## config.mk

```make
export PLATFORM = sky130hd
export DESIGN_NAME = tdc_decoder
export DESIGN_NICKNAME = d
export VERILOG_FILES = /design/src/rtl/tdc_decoder.sv
export SDC_FILE = /design/constraint.sdc
export NUM_CORES = 1
export LEC_CHECK = 0
export ABC_AREA = 1
export CAP_MARGIN = 10
export CORE_ASPECT_RATIO = 0.75
export CORE_UTILIZATION = 59
export CTS_CLUSTER_SIZE = 30
export DETAILED_ROUTE_END_ITERATION = 8
export GPL_ROUTABILITY_DRIVEN = 0
export GPL_TIMING_DRIVEN = 1
export PLACE_DENSITY = 0.86
export REMOVE_ABC_BUFFERS = 1
export SYNTH_ARGS = -nofsm -noshare
export SYNTH_HDL_FRONTEND = slang
export SYNTH_SLANG_ARGS = --single-unit
```

## constraint.sdc

```tcl
create_clock -name clock -period 16.14 [get_ports clock]
set_input_delay 2.421 -clock clock [delete_from_list [all_inputs] [get_ports clock]]
set_output_delay 2.421 -clock clock [all_outputs]
set_load 0.005 [all_outputs]
```

## src/rtl/tdc_decoder.sv

```systemverilog
// -----------------------------------------------------------------------------
// tdc_decoder
//
// Consumer of the thermometer-code TDC delay line in the SRAM BIST path.
// For each measurement the block:
//   - re-arms the TDC;
//   - captures one code per sample;
//   - decodes the code to a delay count by popcount, so bubbles are tolerated;
//   - accumulates sum/min/max plus a count of saturated (all-ones) samples.
// The result is then offered to the BIST controller over valid/ready.
//
// Optional feature (macro TDC_DECODER_BUBBLE_CHECK_EN):
//   Adds output result_bubbles. It counts the samples whose code is not a
//   clean thermometer, i.e. a 1 sits above a 0.
//
// Ports:
//   clock          block clock
//   reset          synchronous, active-high reset
//   start          one-cycle measurement request (honoured only when idle)
//   num_samples    sample count latched at start; 0 means 2^NS_WIDTH
//   tdc_reset_b    active-low clear to the TDC output register
//   sample_valid   TDC has captured a code (already synchronised)
//   sample_data    TDC code, stable while sample_valid is high
//   busy           high whenever the FSM is not idle
//   result_valid   result available; result_* stable while high
//   result_ready   consumer accepts the result
//   result_sum     sum of decoded counts
//   result_min     minimum decoded count
//   result_max     maximum decoded count
//   result_sat     number of all-ones samples (saturating)
//   result_bubbles number of non-thermometer samples (macro only, saturating)
// -----------------------------------------------------------------------------
`timescale 1ns/1ps

module tdc_decoder #(
  parameter int DATA_WIDTH = 252,
  parameter int CNT_WIDTH  = 8,
  parameter int NS_WIDTH   = 8,
  parameter int ACC_WIDTH  = 16
) (
  input  logic                  clock,
  input  logic                  reset,
  input  logic                  start,
  input  logic [NS_WIDTH-1:0]   num_samples,
  output logic                  tdc_reset_b,
  input  logic                  sample_valid,
  input  logic [DATA_WIDTH-1:0] sample_data,
  output logic                  busy,
  output logic                  result_valid,
  input  logic                  result_ready,
  output logic [ACC_WIDTH-1:0]  result_sum,
  output logic [CNT_WIDTH-1:0]  result_min,
  output logic [CNT_WIDTH-1:0]  result_max,
  output logic [NS_WIDTH-1:0]   result_sat
`ifdef TDC_DECODER_BUBBLE_CHECK_EN
  ,
  output logic [NS_WIDTH-1:0]   result_bubbles
`endif
);

  // The popcount is split into six equal slices so that each pipeline stage
  // holds only a modest adder tree.
  localparam int NUM_SLICES = 6;
  localparam int SLICE_W    = DATA_WIDTH / NUM_SLICES;
  localparam int SC_W       = $clog2(SLICE_W + 1);

  localparam logic [NS_WIDTH-1:0]  NS_ONE    = NS_WIDTH'(1);
  localparam logic [NS_WIDTH-1:0]  NS_ALL1   = {NS_WIDTH{1'b1}};
  localparam logic [CNT_WIDTH-1:0] CNT_ALL1  = {CNT_WIDTH{1'b1}};
  localparam logic [CNT_WIDTH-1:0] CNT_FULL  = CNT_WIDTH'(DATA_WIDTH);

  typedef enum logic [2:0] {
    ST_IDLE  = 3'd0,
    ST_ARM   = 3'd1,
    ST_WAIT  = 3'd2,
    ST_DEC1  = 3'd3,
    ST_DEC2  = 3'd4,
    ST_REARM = 3'd5,
    ST_DONE  = 3'd6
  } state_t;

  // Population count of one slice of the captured code.
  function automatic logic [SC_W-1:0] popcount_slice(input logic [SLICE_W-1:0] v);
    logic [SC_W-1:0] n;
    n = {SC_W{1'b0}};
    for (int i = 0; i < SLICE_W; i++) begin
      n = n + {{(SC_W-1){1'b0}}, v[i]};
    end
    return n;
  endfunction

  state_t                state_q, state_d;
  logic [NS_WIDTH-1:0]   remaining_q, remaining_d;
  logic [DATA_WIDTH-1:0] sample_q, sample_d;
  logic [SC_W-1:0]       slice_cnt_q [NUM_SLICES];
  logic [SC_W-1:0]       slice_cnt_d [NUM_SLICES];
  logic [ACC_WIDTH-1:0]  sum_q, sum_d;
  logic [CNT_WIDTH-1:0]  min_q, min_d;
  logic [CNT_WIDTH-1:0]  max_q, max_d;
  logic [NS_WIDTH-1:0]   sat_q, sat_d;
  logic                  tdc_reset_b_q, tdc_reset_b_d;
  logic                  busy_q, busy_d;
  logic                  result_valid_q, result_valid_d;
  logic [CNT_WIDTH-1:0]  count_s;

  // Second decode stage: add the six slice counts into one sample count.
  always_comb begin
    count_s = {CNT_WIDTH{1'b0}};
    for (int k = 0; k < NUM_SLICES; k++) begin
      count_s = count_s + CNT_WIDTH'(slice_cnt_q[k]);
    end
  end

  // FSM next state, capture/decode pipeline and accumulators.
  always_comb begin
    state_d     = state_q;
    remaining_d = remaining_q;
    sample_d    = sample_q;
    sum_d       = sum_q;
    min_d       = min_q;
    max_d       = max_q;
    sat_d       = sat_q;
    for (int k = 0; k < NUM_SLICES; k++) begin
      slice_cnt_d[k] = slice_cnt_q[k];
    end

    case (state_q)
      ST_IDLE: begin
        if (start) begin
          remaining_d = num_samples;
          sum_d       = {ACC_WIDTH{1'b0}};
          min_d       = CNT_ALL1;
          max_d       = {CNT_WIDTH{1'b0}};
          sat_d       = {NS_WIDTH{1'b0}};
          state_d     = ST_ARM;
        end else begin
          state_d = ST_IDLE;
        end
      end
      ST_ARM: begin
        state_d = ST_WAIT;
      end
      ST_WAIT: begin
        if (sample_valid) begin
          sample_d = sample_data;
          state_d  = ST_DEC1;
        end else begin
          state_d = ST_WAIT;
        end
      end
      ST_DEC1: begin
        for (int k = 0; k < NUM_SLICES; k++) begin
          slice_cnt_d[k] = popcount_slice(sample_q[k*SLICE_W +: SLICE_W]);
        end
        state_d = ST_DEC2;
      end
      ST_DEC2: begin
        sum_d = sum_q + ACC_WIDTH'(count_s);
        if (count_s < min_q) begin
          min_d = count_s;
        end else begin
          min_d = min_q;
        end
        if (count_s > max_q) begin
          max_d = count_s;
        end else begin
          max_d = max_q;
        end
        if ((count_s == CNT_FULL) && (sat_q != NS_ALL1)) begin
          sat_d = sat_q + NS_ONE;
        end else begin
          sat_d = sat_q;
        end
        // A request of 0 wraps the counter, so it runs for 2^NS_WIDTH samples.
        remaining_d = remaining_q - NS_ONE;
        if (remaining_q == NS_ONE) begin
          state_d = ST_DONE;
        end else begin
          state_d = ST_REARM;
        end
      end
      ST_REARM: begin
        state_d = ST_ARM;
      end
      ST_DONE: begin
        if (result_ready) begin
          state_d = ST_IDLE;
        end else begin
          state_d = ST_DONE;
        end
      end
      default: begin
        state_d = ST_IDLE;
      end
    endcase
  end

  // Outputs are decoded from the next state so that they come straight off flops.
  always_comb begin
    busy_d         = (state_d != ST_IDLE);
    result_valid_d = (state_d == ST_DONE);
    case (state_d)
      ST_ARM, ST_WAIT, ST_DEC1, ST_DEC2: tdc_reset_b_d = 1'b1;
      default:                           tdc_reset_b_d = 1'b0;
    endcase
  end

  // State, pipeline, accumulator and output registers.
  always_ff @(posedge clock) begin
    if (reset) begin
      state_q        <= ST_IDLE;
      remaining_q    <= {NS_WIDTH{1'b0}};
      sample_q       <= {DATA_WIDTH{1'b0}};
      sum_q          <= {ACC_WIDTH{1'b0}};
      min_q          <= CNT_ALL1;
      max_q          <= {CNT_WIDTH{1'b0}};
      sat_q          <= {NS_WIDTH{1'b0}};
      tdc_reset_b_q  <= 1'b0;
      busy_q         <= 1'b0;
      result_valid_q <= 1'b0;
      for (int k = 0; k < NUM_SLICES; k++) begin
        slice_cnt_q[k] <= {SC_W{1'b0}};
      end
    end else begin
      state_q        <= state_d;
      remaining_q    <= remaining_d;
      sample_q       <= sample_d;
      sum_q          <= sum_d;
      min_q          <= min_d;
      max_q          <= max_d;
      sat_q          <= sat_d;
      tdc_reset_b_q  <= tdc_reset_b_d;
      busy_q         <= busy_d;
      result_valid_q <= result_valid_d;
      for (int k = 0; k < NUM_SLICES; k++) begin
        slice_cnt_q[k] <= slice_cnt_d[k];
      end
    end
  end

  assign tdc_reset_b  = tdc_reset_b_q;
  assign busy         = busy_q;
  assign result_valid = result_valid_q;
  assign result_sum   = sum_q;
  assign result_min   = min_q;
  assign result_max   = max_q;
  assign result_sat   = sat_q;

`ifdef TDC_DECODER_BUBBLE_CHECK_EN
  logic                bubble_flag_q, bubble_flag_d;
  logic [NS_WIDTH-1:0] bubbles_q, bubbles_d;

  // Flag a code where a 1 sits directly above a 0, then count flagged samples.
  always_comb begin
    bubble_flag_d = bubble_flag_q;
    bubbles_d     = bubbles_q;
    if (state_q == ST_DEC1) begin
      bubble_flag_d = |(sample_q[DATA_WIDTH-1:1] & ~sample_q[DATA_WIDTH-2:0]);
    end else begin
      bubble_flag_d = bubble_flag_q;
    end
    if ((state_q == ST_IDLE) && start) begin
      bubbles_d = {NS_WIDTH{1'b0}};
    end else if ((state_q == ST_DEC2) && bubble_flag_q && (bubbles_q != NS_ALL1)) begin
      bubbles_d = bubbles_q + NS_ONE;
    end else begin
      bubbles_d = bubbles_q;
    end
  end

  // Bubble flag and bubble counter registers.
  always_ff @(posedge clock) begin
    if (reset) begin
      bubble_flag_q <= 1'b0;
      bubbles_q     <= {NS_WIDTH{1'b0}};
    end else begin
      bubble_flag_q <= bubble_flag_d;
      bubbles_q     <= bubbles_d;
    end
  end

  assign result_bubbles = bubbles_q;
`else
  // Without bubble checking the decode is pure popcount and keeps no bubble state.
`endif

endmodule

```

==> results of run 1 <==
==> worst paths after layout <==
path / from / end / slack (ns) / cells after the start
min: sample_q[9]$_SDFFE_PP0P_ / sample_q[9]$_SDFFE_PP0P_ / 0.48 / 2
max reg2reg: sample_q[137]$_SDFFE_PP0P_ / slice_cnt_q[3][4]$_SDFFE_PP0N_ / 10.77 / 19
min reg2reg: sample_q[9]$_SDFFE_PP0P_ / sample_q[9]$_SDFFE_PP0P_ / 0.48 / 2
max: sample_q[137]$_SDFFE_PP0P_ / slice_cnt_q[3][4]$_SDFFE_PP0N_ / 10.77 / 19
==> metrics by stage <==
| step | setup WS, ns | util, % | power (mW) |
|---|---|---|---|
| 2_1_floorplan | 7.06 | - | 1.62 |
| 3_3_place_gp | 10.89 | 69.9 | 1.89 |
| 3_5_place_dp | 10.76 | 69.9 | 1.94 |
| 4_1_cts | 10.74 | 74.1 | 2.92 |
| 5_1_grt | 10.45 | 74.1 | 3.12 |
| 6_report | 10.77 | 74.1 | 2.89 |
==> per-layer routing <==
metal	up-vias	track usage, %
li1	7982	-
met1	7855	36.8
met2	583	47.4
met3	95	4.81
met4	0	8.09
met5	-	0
==> Yosys cell counts (2+ instances only) <==
master    count  area share [%]
nand3b_1      3            0.11
a31oi_1      11            0.34
buf_1         6            0.11
nor2_2        2           0.062
nand4_1      14            0.43
o21bai_1      2           0.075
fa_1        223              22
o211ai_1      2           0.075
o21ai_0     318             7.9
dfxtp_1     342              34
nand3_1      48             1.2
clkbuf_1     84             1.6
a211oi_1      2           0.075
and3_1        2           0.062
o21a_1        2           0.075
inv_2         5           0.093
a22oi_1       3            0.11
ha_1         94             5.8
nand3_2       3            0.15
buf_2        16            0.40
nor3_1       12            0.30
a21oi_1     220             5.5
inv_1       505             9.4
xor2_1        9            0.39
xnor2_1      10            0.43
nand2_1     160             3.0
nor2_1      310             5.8
==> cell families (layout without fill, tap and decap cells) <==
logic type      Yosys count  after routing  synth area share, %
buf+inv                 617            894                 11.6
compound gates          564            564                 14.3
simple gates            558            558                 11.3
xor+xnor                 19             19                0.826
other cells               0              1                    0
flops                   342            342                 34.0
fa+ha+maj               317            317                 28.0
==> power by group through the flow <==
| stage | combinational (mW) | sequential [mW] | clock, mW |
|---|---|---|---|
| finish | 0.990 | 0.937 | 0.963 |
| global route | 1.16 | 0.943 | 1.02 |
| CTS | 1.01 | 0.936 | 0.974 |
| detailed placement | 0.990 | 0.954 | 0 |
| global placement | 0.943 | 0.951 | 0 |
| floorplan | 0.679 | 0.945 | 0 |
==> final cells by class <==
| cell class | instances | area [um2] | area share, % |
|---|---|---|---|
| well taps | 450 | 563 | 2.27 |
| flip-flops and latches | 342 | 6850 | 27.6 |
| clock inverters | 26 | 377 | 1.52 |
| clock buffers | 43 | 1010 | 4.07 |
| repair buffers | 315 | 3150 | 12.7 |
| multi-input cells | 1458 | 11000 | 44.2 |
| inverters | 510 | 1920 | 7.74 |
| diodes | 1 | 2.50 | 0.0101 |
==> state kept, by name, indices dropped and copies added (netlist names) <==
signal,cells
sample_q,252
slice_cnt_q,36
result_sum,16
remaining_q,8
result_max,8
result_min,8
result_sat,8
state_q,3
busy,1
result_valid,1
tdc_reset_b,1
==> critical path, stage by stage (launching register included) <==
cell and delay (ns):
dfxtp_1 0.32, inv_1 0.09, fa_1 0.64, fa_1 0.45
inv_1 0.09, fa_1 0.43, fa_1 0.49, fa_1 0.51
inv_1 0.05, fa_1 0.46, fa_1 0.50, inv_1 0.05
ha_1 0.21, fa_1 0.42, nand2_1 0.09, nand2_1 0.05
a21oi_1 0.15, xnor2_1 0.08, o21ai_0 0.14, inv_1 0.05
==> flow_summary.toml, run 1 <==
[global_routing]
grt_use_total_pct = 27.9
grt_pass1_vias = 16600
grt_overflow = 0
antenna_found_initial = 1
grt_max_degree = 245
grt_first_pass_wirelength_um = 79100

[clock_tree]
cts.reportedPaths.clkPinSlew_ns = 0.06
cts_sinks = 342
h-tree-depth = 2
numCtsBuffers = 38
clkLatencyLatePin_ns = 0.55
max-clock-path-buffers = 3
hold_buffers = 0
cts_setup_buffers = 0
cts_root_buf = "clkbuf_16"
cts_tree = "done"
cts_resized = 0

[outcome]
status = "complete, no violations"

[detailed_routing]
met3_length_um = 3440
drt_wl_total_um = 48000
vias_per_cell = 5.25
drt-met1-wl_um = 20200
wl_met2_um = 23200
drtAntennaViolNets = 0
drc_errors = 0
vias = 16500
drt-initial-drc-count = 1261
wl_per_cell_um = 15.3
drt-pass1-iter-count = 6
dr.max_layer_used = "met4"

[worst_setup_path]
criticalPathCategory = "reg -> reg"
cp-start-kind = "flop"
crit_arrival_ns = 5.80
critPathRequiredTime_ns = 16.57
crit_path_end_kind = "flop"
path_max_fanout = 2

[timing]
slew_headroom_pct = 21.7
finalCritPeriodShare_pct = 33.3
tns_ns = 0
fin_crit_ns = 5.37
fin_hold_ws_ns = 0.485
drv_slew = 0
finalHoldViolations = 0
worst_slew_pin_slew_ns = 1.17
clock.fmax_mhz = 186
setup_viol = 0
grt_setup_unrepaired = "no"
fin_skew_ns = 0.0261

[synth]
synthCells = 2417
async_reset_ff_share_pct = 0
ys.flop_type = "dfxtp_1"
ys_seq_area_share_pct = 34.0
syn_area_per_cell_um2 = 8.33
synth_cell_types = 36
yosys_warnings = 0
syn_area_mm2 = 0.0201
ys_seq_elements = 342
synth_edf_count = 0

[layout]
fillerInstances = 2434
fin_area_mm2 = 0.0248
final_common_cell = "inv_1"
drive_above_1_share_pct = 3.41
area_growth_pct = 23.3
final_cell_mix = "inv_1, dfxtp_1, o21ai_0"
layout.nets = 3247
stdcell_count = 3145

[worst_hold_path]
hp-class = "reg -> reg"

[die]
fp.dieH_um = 162
start_util_pct = 60.1
boundaryPins = 308
rows = 58
die-area_mm2 = 0.0349
die_x_um = 215
core_mm2 = 0.0335

[power_and_ir_drop]
p_leak_nw = 10.8
ir_worst_vdd_mv = 0.0778
p_int_mw = 1.93
p_per_area_mw_per_mm2 = 116
netSwitchingFraction_pct = 33.3
seqPwrFrac_pct = 32.4
combPwrFrac_pct = 34.3
power.switching_mw = 0.962
clock_power_share_pct = 33.3

[flow_run]
max_cap_viol_count = 0

[place]
portBuffers = 307
dp.cells = 3075
place_hpwl_um = 34900
placed_area_mm2 = 0.0234
Power figures use the tool's default switching activity.
==> inputs of run 2 (changes only) <==
Settings changed: CORE_UTILIZATION 59 to 55, PLACE_DENSITY 0.86 to 0.81.
Clock period 16.14 ns to 5.5 ns, I/O delays scaled along.
==> flow_summary.toml, run 2 (same netlist as run 1, synthesis figures left out) <==
[outcome]
status = "complete, no violations"

[detailed_routing]
drc_errors = 0
drt_wl_total_um = 47200
drt-pass1-iter-count = 5
vias = 16200
drtAntennaViolNets = 0
drt-initial-drc-count = 897
wl_per_cell_um = 15.0
vias_per_cell = 5.13

[layout]
final_cell_mix = "inv_1, dfxtp_1, o21ai_0"
area_growth_pct = 23.1
stdcell_count = 3157
layout.nets = 3247
largest_register_ffs = 252
n_antenna_cell = 0
final_util_pct = 69.0
drive_above_1_share_pct = 3.45
final_common_cell = "inv_1"
regMostFlops = "sample_q"

[place]
portBuffers = 307
dp.cells = 3090
place_hpwl_um = 34800

[timing]
setup_viol = 0
worst_slew_pin_slew_ns = 1.15
drv_slew = 0
fin_crit_ns = 5.26
finalCritPeriodShare_pct = 95.7
slew_headroom_pct = 23.5
fin_skew_ns = 0.0231
clock.fmax_mhz = 190
tns_ns = 0
fin_hold_ws_ns = 0.480
finalHoldViolations = 0

[global_routing]
grt_max_degree = 270
busiest_layer = "met2"
grt_pass1_vias = 16500
grt_use_total_pct = 25.6
grt_util_met2_pct = 43.8
met1_usage_pct = 33.5
grt_util_met3_pct = 4.05
grt_overflow = 0
grt_first_pass_wirelength_um = 78000
antenna_found_initial = 0

[clock_tree]
cts.reportedPaths.clkPinSlew_ns = 0.06
hold_buffers = 0
max-clock-path-buffers = 3
cts_root_buf = "clkbuf_16"
h-tree-depth = 2
cts_sinks = 342
cts_tree = "done"
clkLatencyLatePin_ns = 0.54
numCtsBuffers = 37

[worst_setup_path]
critPathRequiredTime_ns = 5.93
r2r_slack_ns = 0.24
path_max_fanout = 2
criticalPathCategory = "reg -> reg"
cp-start-kind = "flop"
worstRegToRegCells = 19
crit_path_end_kind = "flop"
crit_arrival_ns = 5.69

[worst_hold_path]
holdPathStages = 2
hp-class = "reg -> reg"

[die]
boundaryPins = 308
die_x_um = 223
start_util_pct = 56.0
fp.dieH_um = 168
rows = 60
die-area_mm2 = 0.0374
core_mm2 = 0.0360

[flow_run]
max_cap_viol_count = 0

[power_and_ir_drop]
ir_worst_vdd_mv = 0.198
p_per_area_mw_per_mm2 = 334
p_leak_nw = 10.8
-- run 2: layout make-up --
class	count	area (um2)
Sequential cell	342	6850
Tap cell	465	582
Inverter	510	1920
Multi-Input combinational cell	1458	11000
Fill cell	2785	11200
Clock buffer	52	1060
Clock inverter	14	215
Timing Repair Buffer	316	3190
-- run 2: through the flow --
stage,power (mW),area (um2),setup slack [ns]
after floorplan,4.77,19700,-1.99
after global placement,5.56,23500,0.262
after detailed placement,5.70,23500,0.109
after CTS,8.37,24700,0.0624
after global routing,8.90,24800,-0.00336
final,8.28,24800,0.238
-- run 2: what timing repair did --
action                                  4_1_cts  5_1_grt
resized for setup                             0        9
endpoints found under the setup margin        0        7
setup buffers                                 0        0
-- run 2: worst max-delay path, cell delays in order, from the launching register on --
cell and delay [ns]:
dfxtp_1 0.31, inv_1 0.08, fa_1 0.55, inv_1 0.06, fa_2 0.56, fa_1 0.45
fa_1 0.47, fa_1 0.53, inv_1 0.05, fa_1 0.45, fa_1 0.49, inv_1 0.05
ha_1 0.20, fa_2 0.36, nand2_1 0.07, nand2_1 0.06, a21oi_2 0.14, xnor2_1 0.08
o21ai_0 0.14, inv_1 0.05
-- run 2: report_power, final --
| group | switching [mW] | internal (mW) | leakage (nW) |
|---|---|---|---|
| Combinational | 1.64 | 1.26 | 7.38 |
| Clock | 1.04 | 1.59 | 0.622 |
| Sequential | 0.105 | 2.64 | 2.78 |
| Total | 2.78 | 5.49 | 10.8 |
-- run 2: routing by layer --
metal / wire length [um] / vias up / part of all wire, %
met1: 21000 / 7723 / 45
met2: 22600 / 438 / 48
met5: 0 / - / 0
li1: - / 7973 / -
met3: 2610 / 74 / 5.5
met4: 1010 / 0 / 2.1
-- run 2: final timing paths --
path	startpoint	to
hold / removal	result_sum[14]$_SDFFE_PP0P_	result_sum[14]$_SDFFE_PP0P_
setup reg to reg	sample_q[126]$_SDFFE_PP0P_	slice_cnt_q[3][4]$_SDFFE_PP0N_
setup / recovery	sample_q[126]$_SDFFE_PP0P_	slice_cnt_q[3][4]$_SDFFE_PP0N_
hold reg to reg	result_sum[14]$_SDFFE_PP0P_	result_sum[14]$_SDFFE_PP0P_
